File: config.mk
export PLATFORM = sky130hd
export DESIGN_NAME = alu_share_arb
export DESIGN_NICKNAME = d
export VERILOG_FILES = /design/src/rtl/alu_arb_pkg.sv /design/src/rtl/alu_share_arb_rr_arb2.sv /design/src/rtl/alu_share_arb.sv
export SDC_FILE = /design/constraint.sdc
export NUM_CORES = 1
export LEC_CHECK = 0
export ABC_AREA = 1
export CELL_PAD_IN_SITES_DETAIL_PLACEMENT = 1
export CELL_PAD_IN_SITES_GLOBAL_PLACEMENT = 2
export CORE_ASPECT_RATIO = 1.5
export CORE_MARGIN = 5
export CORE_UTILIZATION = 10
export DETAILED_ROUTE_END_ITERATION = 8
export PLACE_DENSITY_LB_ADDON = 0.1
export SYNTH_ARGS = -nofsm -noshare
export SYNTH_HDL_FRONTEND = slang
export SYNTH_HIERARCHICAL = 1
export SYNTH_SLANG_ARGS = --single-unit
export TNS_END_PERCENT = 20
File: constraint.sdc
create_clock -name clk -period 3.3 [get_ports clk]
set_input_delay 0.99 -clock clk [delete_from_list [all_inputs] [get_ports clk]]
set_output_delay 0.99 -clock clk [all_outputs]
set_load 0.01 [all_outputs]
File: src/rtl/alu_arb_pkg.sv
// Shared types and constants for the shared-ALU arbiter.
// ALUOP_NOP must match `ALUOp_nop in ctrl_encode_def.v.
package alu_arb_pkg;

    localparam int HART_W      = 1;
    localparam int DATA_W_DEF  = 32;
    localparam int ALUOP_W_DEF = 5;
    localparam int PERF_W      = 32;

    typedef logic [HART_W-1:0] hart_t;

    // Hart 0 wins the first conflict after reset.
    localparam hart_t LAST_GRANT_RST = 1'b1;

    localparam logic [ALUOP_W_DEF-1:0] ALUOP_NOP = 5'b00000;

    function automatic logic [PERF_W-1:0] sat_inc(input logic [PERF_W-1:0] v);
        return (v == 32'hFFFF_FFFF) ? v : (v + 32'd1);
    endfunction

endpackage

File: src/rtl/alu_share_arb_rr_arb2.sv
// 2-way round-robin grant: a lone requester wins; on conflict the hart
// other than last_grant wins. Purely combinational.
module rr_arb2
    import alu_arb_pkg::*;
(
    input  logic [1:0] valid,
    input  hart_t      last_grant,
    output logic [1:0] grant
);

    // grant selection from request vector and priority pointer
    always_comb begin
        grant = 2'b00;
        case (valid)
            2'b01:   grant = 2'b01;
            2'b10:   grant = 2'b10;
            2'b11: begin
                if (last_grant == 1'b1) begin
                    grant = 2'b01;
                end else begin
                    grant = 2'b10;
                end
            end
            default: grant = 2'b00;
        endcase
    end

endmodule

File: src/rtl/alu_share_arb.sv
// Time-shares one combinational ALU between two hart issue slots with a
// round-robin grant and a tagged result register. Optional perf counters
// are enabled by defining ALU_ARB_PERF_EN.
module alu_share_arb
    import alu_arb_pkg::*;
#(
    parameter int DATA_W  = DATA_W_DEF,
    parameter int ALUOP_W = ALUOP_W_DEF
) (
    input  logic               clk,
    input  logic               rst,
    input  logic [1:0]         req_valid,
    output logic [1:0]         req_ready,
    input  logic [DATA_W-1:0]  req_a0,
    input  logic [DATA_W-1:0]  req_a1,
    input  logic [DATA_W-1:0]  req_b0,
    input  logic [DATA_W-1:0]  req_b1,
    input  logic [ALUOP_W-1:0] req_op0,
    input  logic [ALUOP_W-1:0] req_op1,
    input  logic [31:0]        req_pc0,
    input  logic [31:0]        req_pc1,
    output logic [DATA_W-1:0]  alu_a,
    output logic [DATA_W-1:0]  alu_b,
    output logic [ALUOP_W-1:0] alu_op,
    output logic [31:0]        alu_pc,
    input  logic [DATA_W-1:0]  alu_c,
    input  logic               alu_zero,
    output logic               resp_valid,
    input  logic               resp_ready,
    output logic               resp_hart,
    output logic [DATA_W-1:0]  resp_c,
    output logic               resp_zero
`ifdef ALU_ARB_PERF_EN
    ,
    output logic [31:0]        perf_grant0,
    output logic [31:0]        perf_grant1,
    output logic [31:0]        perf_conflict
`endif
);

    logic              space_s;
    logic [1:0]        grant_s;
    logic              xfer_s;
    hart_t             xfer_hart_s;
    hart_t             last_grant_r;
    logic              resp_valid_r;
    hart_t             resp_hart_r;
    logic [DATA_W-1:0] resp_c_r;
    logic              resp_zero_r;

    rr_arb2 u_rr_arb2 (
        .valid      (req_valid),
        .last_grant (last_grant_r),
        .grant      (grant_s)
    );

    // A grant only becomes a transfer when the result register can take it.
    assign space_s     = !resp_valid_r || resp_ready;
    assign req_ready   = grant_s & {2{space_s}};
    assign xfer_s      = |req_ready;
    assign xfer_hart_s = req_ready[1];

    // route the granted hart's operands onto the shared ALU
    always_comb begin
        alu_a  = '0;
        alu_b  = '0;
        alu_op = ALUOP_W'(ALUOP_NOP);
        alu_pc = 32'h0000_0000;
        case (grant_s)
            2'b01: begin
                alu_a  = req_a0;
                alu_b  = req_b0;
                alu_op = req_op0;
                alu_pc = req_pc0;
            end
            2'b10: begin
                alu_a  = req_a1;
                alu_b  = req_b1;
                alu_op = req_op1;
                alu_pc = req_pc1;
            end
            default: begin
                alu_a  = '0;
                alu_b  = '0;
                alu_op = ALUOP_W'(ALUOP_NOP);
                alu_pc = 32'h0000_0000;
            end
        endcase
    end

    // result register and round-robin pointer
    always_ff @(posedge clk) begin
        if (rst) begin
            resp_valid_r <= 1'b0;
            resp_hart_r  <= 1'b0;
            resp_c_r     <= '0;
            resp_zero_r  <= 1'b0;
            last_grant_r <= LAST_GRANT_RST;
        end else if (xfer_s) begin
            resp_valid_r <= 1'b1;
            resp_hart_r  <= xfer_hart_s;
            resp_c_r     <= alu_c;
            resp_zero_r  <= alu_zero;
            last_grant_r <= xfer_hart_s;
        end else if (resp_ready) begin
            resp_valid_r <= 1'b0;
        end
    end

    assign resp_valid = resp_valid_r;
    assign resp_hart  = resp_hart_r;
    assign resp_c     = resp_c_r;
    assign resp_zero  = resp_zero_r;

`ifdef ALU_ARB_PERF_EN
    logic [31:0] perf_grant0_r;
    logic [31:0] perf_grant1_r;
    logic [31:0] perf_conflict_r;

    // saturating transfer and conflict counters
    always_ff @(posedge clk) begin
        if (rst) begin
            perf_grant0_r   <= 32'd0;
            perf_grant1_r   <= 32'd0;
            perf_conflict_r <= 32'd0;
        end else begin
            if (xfer_s && (xfer_hart_s == 1'b0)) begin
                perf_grant0_r <= sat_inc(perf_grant0_r);
            end
            if (xfer_s && (xfer_hart_s == 1'b1)) begin
                perf_grant1_r <= sat_inc(perf_grant1_r);
            end
            if ((&req_valid) && space_s) begin
                perf_conflict_r <= sat_inc(perf_conflict_r);
            end
        end
    end

    assign perf_grant0   = perf_grant0_r;
    assign perf_grant1   = perf_grant1_r;
    assign perf_conflict = perf_conflict_r;
`endif

endmodule

Word-level counts from Yosys, hierarchy flattened --
Index checks and enable logic that the tools add are counted.
Word-level totals: register bits 36
Cells by class: eq/ne operators 5, reductions and logical operators 4, multiplexer cells 8, bitwise operators 1
Operator list (number):
- case mux 32 bit (2 select lines) | 3
- case mux 5 bit (2 select lines) | 1
- == test 2 bit (second input constant) | 3
- case mux 2 bit (3 select lines) | 1
- == test 2 x 1 -> 1 bit (second input constant) | 2
- AND 2 bit | 1
- 2-to-1 mux 1 bit | 2
- 2-to-1 mux 2 bit | 1
- nonzero test 2 bit | 1
- OR reduction 2 bit | 1
- logical NOT 1 bit | 1
- logical OR 1 bit | 1

Depth between registers and ports, before layout --
Gate-level depths: netlist of run 1.
depth after elaboration 5, gate-level depth with buffers 9, depth with buffers taken out 7

Hierarchy --
Netlist of run 1, hierarchy kept.
Modules (own cells, without submodules):
- alu_share_arb | area an instance 2917.8 um^2, sequential area each 720.7 um^2, times used 1, cells each 566
- rr_arb2 | area an instance 21.3 um^2, sequential area each 0.0 um^2, times used 1, cells each 5

Worst setup path after synthesis of run 1 --
No wires, ideal clock.
kind input -> output, start point in req_valid[1], end point out alu_a[10], data required time 2.310 ns, path slack 0.180 ns, arrival time 2.130 ns, cell stages on the path 6, cells stage by stage inv_1 > a21oi_1 > ha_1 > buf_2 > buf_1 > a21oi_1
Between the ends: word-level cells in the longest chain between the ends 4, elaborated cells on any way between the ends 7, classes of those cells 5 x eq/ne; 2 x mux
Ends and longest elaborated chain:
- start: declaration | RTL line alu_share_arb.sv:12 | input logic [1:0] req_valid,
- == test 2 bit or == test 2 x 1 -> 1 bit (tied branches) | RTL line alu_share_arb_rr_arb2.sv:14 | case (valid)
- case mux 2 bit (3 select lines) (*) | RTL line alu_share_arb_rr_arb2.sv:14
- net grant_s[1] | RTL line alu_share_arb.sv:42 | logic [1:0] grant_s;
- == test 2 bit or == test 2 x 1 -> 1 bit (tied branches) | RTL line alu_share_arb.sv:69 | case (grant_s)
- case mux 32 bit (2 select lines) (*) | RTL line alu_share_arb.sv:69
- end: declaration | RTL line alu_share_arb.sv:22 | output logic [DATA_W-1:0] alu_a,
The timed path passes the listed nets; every way through them passes the cells marked *.

Worst setup path after layout of run 1 --
start point in req_valid[1], end point out alu_b[0]
Between the ends: word-level cells in the longest chain between the ends 4, elaborated cells on any way between the ends 7, classes of those cells 5 x eq/ne; 2 x mux
Ends and longest elaborated chain:
- == test 2 bit or == test 2 x 1 -> 1 bit (tied branches) | RTL line alu_share_arb_rr_arb2.sv:14
- case mux 2 bit (3 select lines) (*) | RTL line alu_share_arb_rr_arb2.sv:14
- net grant_s[1] | RTL line alu_share_arb.sv:42
- == test 2 bit or == test 2 x 1 -> 1 bit (tied branches) | RTL line alu_share_arb.sv:69
- case mux 32 bit (2 select lines) (*) | RTL line alu_share_arb.sv:69
- end: declaration | RTL line alu_share_arb.sv:23 | output logic [DATA_W-1:0] alu_b,
Marks and branches as above.

==> summary.txt, run 1 <==
Die
  • Starting Density: 10.0%
  • Cell Rows: 77
  • Die width: 150 um
  • Io pins: 378
  • Core area: between 0.02 and 0.03 mm2
  • Full die area: between 0.03 and 0.04 mm2
  • Die Span Y: 220 um

Synth
  • Syn nets: between 800 and 900
  • Yosys reg bits: 36
  • Mapped cell area: 0.00294 mm2
  • Synth area leader: nand2_1
  • Share of the synthesized area in the top cell type: 35.4%
  • Synth Instances: 571
  • Cell variety after synth: 14
  • Seq/Total Area, Yosys: between 20% and 30%
  • Ys Warns: 6
  • Synth area leaders: nand2_1, dfxtp_1, a21oi_1, nor2_1, inv_1
  • Syn avg cell area: 5.15 um2

Cells and area
  • Most common cell after layout, fill and taps aside: clkdlybuf4s50_1
  • Core Util, Final: 26.4%
  • Most frequent cells in the layout: clkdlybuf4s50_1, nand2_1, buf_2
  • Layout Area Growth over Synthesis: 163%
  • Layout cells sized above 1: 21.7%
  • Nets: about 1200

Global routing
  • Vias in the first global route: 5357
  • Initial antenna violation count: 7
  • Grt total ovfl: 0
  • First-pass GRT wire length: 34.4 mm
  • Pin count of the biggest net entering global routing: 68
  • Overall Global Routing Usage: 13.8%

Job
  • MaxCap Viol Count: 0

Timing
  • Period utilisation layout: 98.8%
  • Tmin final: 3.26 ns
  • Clock skew: 0.00313 ns
  • Slew @ Worst Pin: approximately 0.32 ns
  • RSZ-0062 raised after global routing: true
  • Fmax: 307 MHz
  • Count of final max-slew check failures: 0
  • Max_slew headroom: 78.7%
  • Final setup fails: 0
  • Hold_ws: 0.486 ns
  • Final Hold Vio Count: 0

Clocking
  • Root Driver: clkbuf_16
  • CTS max path bufs: 2
  • Cts hold-fix bufs: 0
  • Clock transition at the registers of the reported paths: around 0.06 ns
  • CTS H-tree lvls: 2
  • TritonCTS buffer count: 5
  • CTS tree: done
  • Clock latency on the worst-skew pair: 0.28 ns
  • Clk sinks: 36

Setup path
  • Crit path launch type: input port
  • Reg2reg end: resp_c[28]$_SDFFE_PP0P_
  • FF-to-FF Start: last_grant_r$_SDFFE_PP1P_
  • FF-to-FF setup slack: 1.71 ns
  • Worst Setup SP: req_valid[1]
  • CP required: 2.31 ns
  • CP endpoint: alu_b[0]
  • CP Max Fanout: 6
  • Worst path arrival time: 2.27 ns
  • FF-to-FF path depth: 8
  • Worst Setup End Kind: output port
  • Critical path class: input port to output port

Placed design
  • GPL Wtd Cong: 0.729
  • Port bufs: 377
  • DP HPWL: 19.8 mm

Drt
  • Vias per cell: 3.75
  • DRT Wirelength: 24.6 mm
  • Pre-antenna DRT Iters: 4
  • Remaining DRCs: 0
  • 1st-iter DRT viols: 81
  • Post-route ant nets: 0
  • WL/cell: 18.1 um
  • Vias: 5111

Power and ir drop
  • Peak supply drop: 0.366 mV
  • Power per cell area: 295 mW/mm2
  • P_leak: ~0.0033 uW

Hold path
  • Min-Delay Startpoint: resp_hart$_SDFFE_PP0P_
  • Worst min path class: flip-flop to flip-flop

Run status
  • Status: complete, no violations
==> synth_stat cells, drive strengths merged <==
library cell,number
dfxtp,36
nand2,277
nor2,66
nand3,2
clkinv,1
inv,40
o21ai,1
ha,2
a21oi,103
clkbuf,11
buf,32
==> how the worst min path moves through the flow <==
stage,end,cells past startpoint
6_report,resp_hart$_SDFFE_PP0P_,2
3_5_place_dp,resp_hart$_SDFFE_PP0P_,2
3_3_place_gp,resp_hart$_SDFFE_PP0P_,2
4_1_cts,resp_hart$_SDFFE_PP0P_,2
2_1_floorplan,last_grant_r$_SDFFE_PP1P_,2
5_1_grt,resp_hart$_SDFFE_PP0P_,2
==> metrics by stage <==
step                instances  area [um2]  worst slack, ns  total power, uW  TNS, ns
detailed placement       1337        7510           -0.829             1770   -73.92
floorplan                 571        2940            0.180              937        0
CTS                      1356        7460           -0.101             2290   -0.116
global route             1361        7720          -0.0542             2450   -0.255
finish                   1362        7720           0.0398             2280        0
global placement         1337        7510           -0.830             1770   -72.34
==> routing by layer <==
layer / vias to the layer above / track usage, % / part of all wire, % / routed length (um)
li1: 2527 / - / - / -
met1: 2339 / 13.6 / 35 / 8530
met2: 225 / 27.1 / 54 / 13300
met3: 14 / 5.08 / 10 / 2570
met4: 6 / 2.84 / 0.83 / 204
met5: - / 0 / 0.19 / 47
==> critical path: stages <==
cell and delay [ns]:
buf_8 0.09, inv_6 0.04, a21oi_4 0.17, inv_2 0.07, ha_4 0.17, buf_12 0.13
buf_12 0.14, buf_8 0.13, buf_6 0.11, nand2_4 0.04, a21oi_2 0.05, buf_2 0.13
==> cells by family (layout without fill, tap and decap cells) <==
| family | Yosys count | count (layout) | share of synthesized area, % |
|---|---|---|---|
| AO/OA/AOI/OAI | 104 | 104 | 17.8 |
| other | 0 | 4 | 0 |
| flip-flops | 36 | 36 | 24.5 |
| buffers and inverters | 84 | 476 | 12.6 |
| AND/OR/NAND/NOR | 345 | 345 | 44.1 |
| adder cells (fa/ha/maj) | 2 | 2 | 0.851 |
==> state kept, by name (all words and copies together) (netlist names) <==
name / count
last_grant_r: 1
resp_valid: 1
resp_hart: 1
resp_c: 32
resp_zero: 1
==> area by class of cell <==
type / instances / area, um2
Fill cell: 3637 / 21600
Inverter: 41 / 159
Tap cell: 395 / 494
Multi-Input combinational cell: 451 / 2080
Timing Repair Buffer: 427 / 4110
Antenna cell: 4 / 10.0
Clock buffer: 8 / 146
Sequential cell: 36 / 721
==> power by group <==
group	internal, uW	total, uW	switching [uW]
Combinational	699	1270	574
Clock	302	494	193
Sequential	485	511	26.3
Total	1490	2280	793
==> timing repair <==
action	CTS	global route
gates resized for setup	425	65
pin swaps	7	33
hold endpoints to repair	0	0
setup endpoints to repair	103	98
setup buffers	8	0
gates cloned	3	3
Power figures use the tool's default switching activity.
==> run 2, diff against run 1 <==
--- a/config.mk
+++ b/config.mk
@@ -8,11 +8,12 @@
 export ABC_AREA = 1
 export CELL_PAD_IN_SITES_DETAIL_PLACEMENT = 1
 export CELL_PAD_IN_SITES_GLOBAL_PLACEMENT = 2
-export CORE_ASPECT_RATIO = 1.5
-export CORE_MARGIN = 5
-export CORE_UTILIZATION = 10
+export CORE_AREA = 5 5 143 145
 export DETAILED_ROUTE_END_ITERATION = 8
+export DIE_AREA = 0 0 148 150
+export DONT_BUFFER_PORTS = 1
 export PLACE_DENSITY_LB_ADDON = 0.1
+export SLEW_MARGIN = 20
 export SYNTH_ARGS = -nofsm -noshare
 export SYNTH_HDL_FRONTEND = slang
 export SYNTH_HIERARCHICAL = 1
==> run 2 against run 1 <==
  * Die area fell by 33%
  * Critical path type unchanged
  * Flip-flop and latch count is the same
  * Hold slack better by 0.015 ns
  * Clock-buffer cell count shrank 1
  * Wire length is 35% lower
  * Register-to-register slack better by 0.07 ns
  * First-iteration DRC count up 7.4%
  * Cell count is 40% lower
==> summary.txt, run 2 (synthesized netlist as in run 1, its figures left out) <==
Run status
  • Status: complete, no violations (unchanged)

Placed design
  • DP HPWL: 13.1 mm (was 19.8 mm)
  • GPL Wtd Cong: 0.781 (was 0.729)
  • Dpl cell area: 0.00350 mm2 (was 0.00751 mm2)
  • Dpl ws: 0.0536 ns (was -0.829 ns)
  • Dpl cells: 815 (was 1337)
  • Port bufs: 0 (was 377)

Global routing
  • Initial antenna violation count: 1 (was 7)
  • Grt total ovfl: 0 (unchanged)
  • First-pass GRT wire length: 22.0 mm (was 34.4 mm)
  • Vias in the first global route: 3634 (was 5357)
  • Overall Global Routing Usage: 12.6% (was 13.8%)
  • Pin count of the biggest net entering global routing: 68 (unchanged)

Timing
  • Max_slew headroom: 63.8% (was 78.7%)
  • Clock skew: 0.00592 ns (was 0.00313 ns)
  • Final Hold Vio Count: 0 (unchanged)
  • RSZ-0062 raised after global routing: false (was true)
  • Period utilisation layout: 95.8% (was 98.8%)
  • Final setup fails: 0 (unchanged)
  • Fmax: 316 MHz (was 307 MHz)
  • Setup TNS: 0 ns (unchanged)
  • Fin worst setup slack: 0.138 ns (was 0.0398 ns)
  • Slew @ Worst Pin: 0.542 ns (was 0.320 ns)
  • Tmin final: 3.16 ns (was 3.26 ns)
  • Count of final max-slew check failures: 0 (unchanged)

Clocking
  • Clock transition at the registers of the reported paths: 0.06 ns (about the same)
  • Cts hold-fix bufs: 0 (unchanged)
  • Post-CTS setup repair buffer count: 0 (was 8)
  • CTS H-tree lvls: 2 (unchanged)
  • TritonCTS buffer count: 5 (unchanged)
  • Root Driver: clkbuf_16 (unchanged)
  • Clk sinks: 36 (unchanged)
  • CTS max path bufs: 2 (unchanged)
  • CTS tree: done (unchanged)
  • Clock latency on the worst-skew pair: 0.28 ns (about the same)

Die
  • Die width: 148 um (was 150 um)
  • Full die area: 0.0222 mm2 (was 0.0330 mm2)
  • Die Span Y: 150 um (was 220 um)
  • Cell Rows: 51 (was 77)
  • Io pins: 378 (unchanged)
  • Starting Density: 15.4% (was 10.0%)
  • Core area: 0.0191 mm2 (was 0.0293 mm2)

Cells and area
  • Most frequent cells in the layout: nand2_1, a21oi_1, nor2_1 (was clkdlybuf4s50_1, nand2_1, buf_2)
  • Final Cell Area: 0.00369 mm2 (was 0.00772 mm2)
  • Most common cell after layout, fill and taps aside: nand2_1 (was clkdlybuf4s50_1)
  • Fin cells: 823 (was 1362)
  • Layout cells sized above 1: 10.8% (was 21.7%)
  • Nets: 826 (was 1204)
  • Largest register FFs: 32 (unchanged)
  • Antenna cells: 0 (was 4)
  • Layout Area Growth over Synthesis: 25.4% (was 163%)
  • Fillers: 2454 (was 3637)

Drt
  • Post-route ant nets: 0 (unchanged)
  • Vias per cell: 4.38 (was 3.75)
  • 1st-iter DRT viols: 87 (was 81)
  • WL/cell: 19.6 um (was 18.1 um)
  • Vias: 3608 (was 5111)
  • Pre-antenna DRT Iters: 4 (unchanged)
  • Remaining DRCs: 0 (unchanged)
  • DRT Wirelength: 16.1 mm (was 24.6 mm)

Setup path
  • Crit path launch type: input port (unchanged)
  • Reg2reg end: resp_c[0]$_SDFFE_PP0P_ (was resp_c[28]$_SDFFE_PP0P_)
  • CP Max Fanout: 55 (was 6)
  • FF-to-FF path depth: 8 (unchanged)
  • Worst path arrival time: 2.17 ns (was 2.27 ns)
  • Critical path class: input port to output port (unchanged)
  • FF-to-FF setup slack: 1.78 ns (was 1.71 ns)
  • FF-to-FF Start: last_grant_r$_SDFFE_PP1P_ (unchanged)
  • Worst Setup End Kind: output port (unchanged)
  • CP required: 2.31 ns (about the same)

Hold path
  • Hold Crit Depth: 2 (unchanged)
  • Min-Delay Startpoint: last_grant_r$_SDFFE_PP1P_ (was resp_hart$_SDFFE_PP0P_)
  • Worst min path class: flip-flop to flip-flop (unchanged)
  • Endpoint of the worst hold path: last_grant_r$_SDFFE_PP1P_ (was resp_hart$_SDFFE_PP0P_)

Power and ir drop
  • Peak supply drop: 0.264 mV (was 0.366 mV)
  • P_leak: 0.00156 uW (was 0.00330 uW)
  • Pwr Total: 1700 uW (was 2280 uW)
  • Power per cell area: 460 mW/mm2 (was 295 mW/mm2)

Job
  • MaxCap Viol Count: 0 (unchanged)
run 2: changes by cell type in the layout (fill, tap and decap cells not counted), sizes merged:
cell and change:
buf -97, bufbuf -3, bufinv +1, clkbuf -5, clkdlybuf4s50 -272, diode -4, dlygate4sd2 -2
run 2: through the flow:
step | hold WS, ns | util, %
finish | 0.501 | 19.3
global route | 0.532 | 19.3
CTS | 0.495 | 19.3
detailed placement | 0.485 | 18.3
global placement | 0.490 | 18.3
floorplan | 0.452 | -
run 2: worst max-delay path: stages:
cell,delay (ns)
inv_1,0.06
nand2_1,0.06
nand2_1,0.16
inv_1,0.10
ha_4,0.30
buf_12,0.23
a21oi_1,0.08
buf_4,0.15
run 2: where the power goes:
group | switching, uW | leakage [uW] | total, uW | internal, uW
Combinational | 376 | 0.00117 | 566 | 190
Sequential | 62.2 | 0.000299 | 547 | 485
Clock | 185 | 0.0000901 | 583 | 398
Total | 623 | 0.00156 | 1700 | 1070
run 2: final cells by class:
cell class | instances | area, um2 | share of cell area, %
clock inverter | 1 | 30.0 | 0.815
clock buffer | 7 | 153 | 4.14
tap | 238 | 298 | 8.08
timing repair buffer | 49 | 443 | 12.0
multi-input combinational | 451 | 1890 | 51.2
sequential | 36 | 721 | 19.6
inverter | 41 | 155 | 4.21
run 2: worst max path at each step:
stage               cells after the start    startpoint  slack (ns)        end
floorplan                               6  req_valid[1]        0.18  alu_a[10]
detailed placement                      8  req_valid[1]        0.05  alu_b[29]
global route                            9  req_valid[1]       0.009  alu_a[26]
CTS                                     8  req_valid[1]        0.05  alu_b[29]
finish                                  8  req_valid[1]        0.14   alu_b[4]
global placement                        8  req_valid[1]        0.11   alu_b[2]
run 2: per-layer routing:
metal  track usage (%)  vias up  share of wire (%)
li1                  -     1763                  -
met1              13.7     1662                 36
met2              22.7      170                 52
met3              5.72       11                 11
met4              2.36        2                1.0
met5                 0        -              0.081
run 2: timing repair:
item | CTS | global route
endpoints found under the hold margin | 0 | 0
resized for setup | 0 | 2
endpoints found under the setup margin | 0 | 29
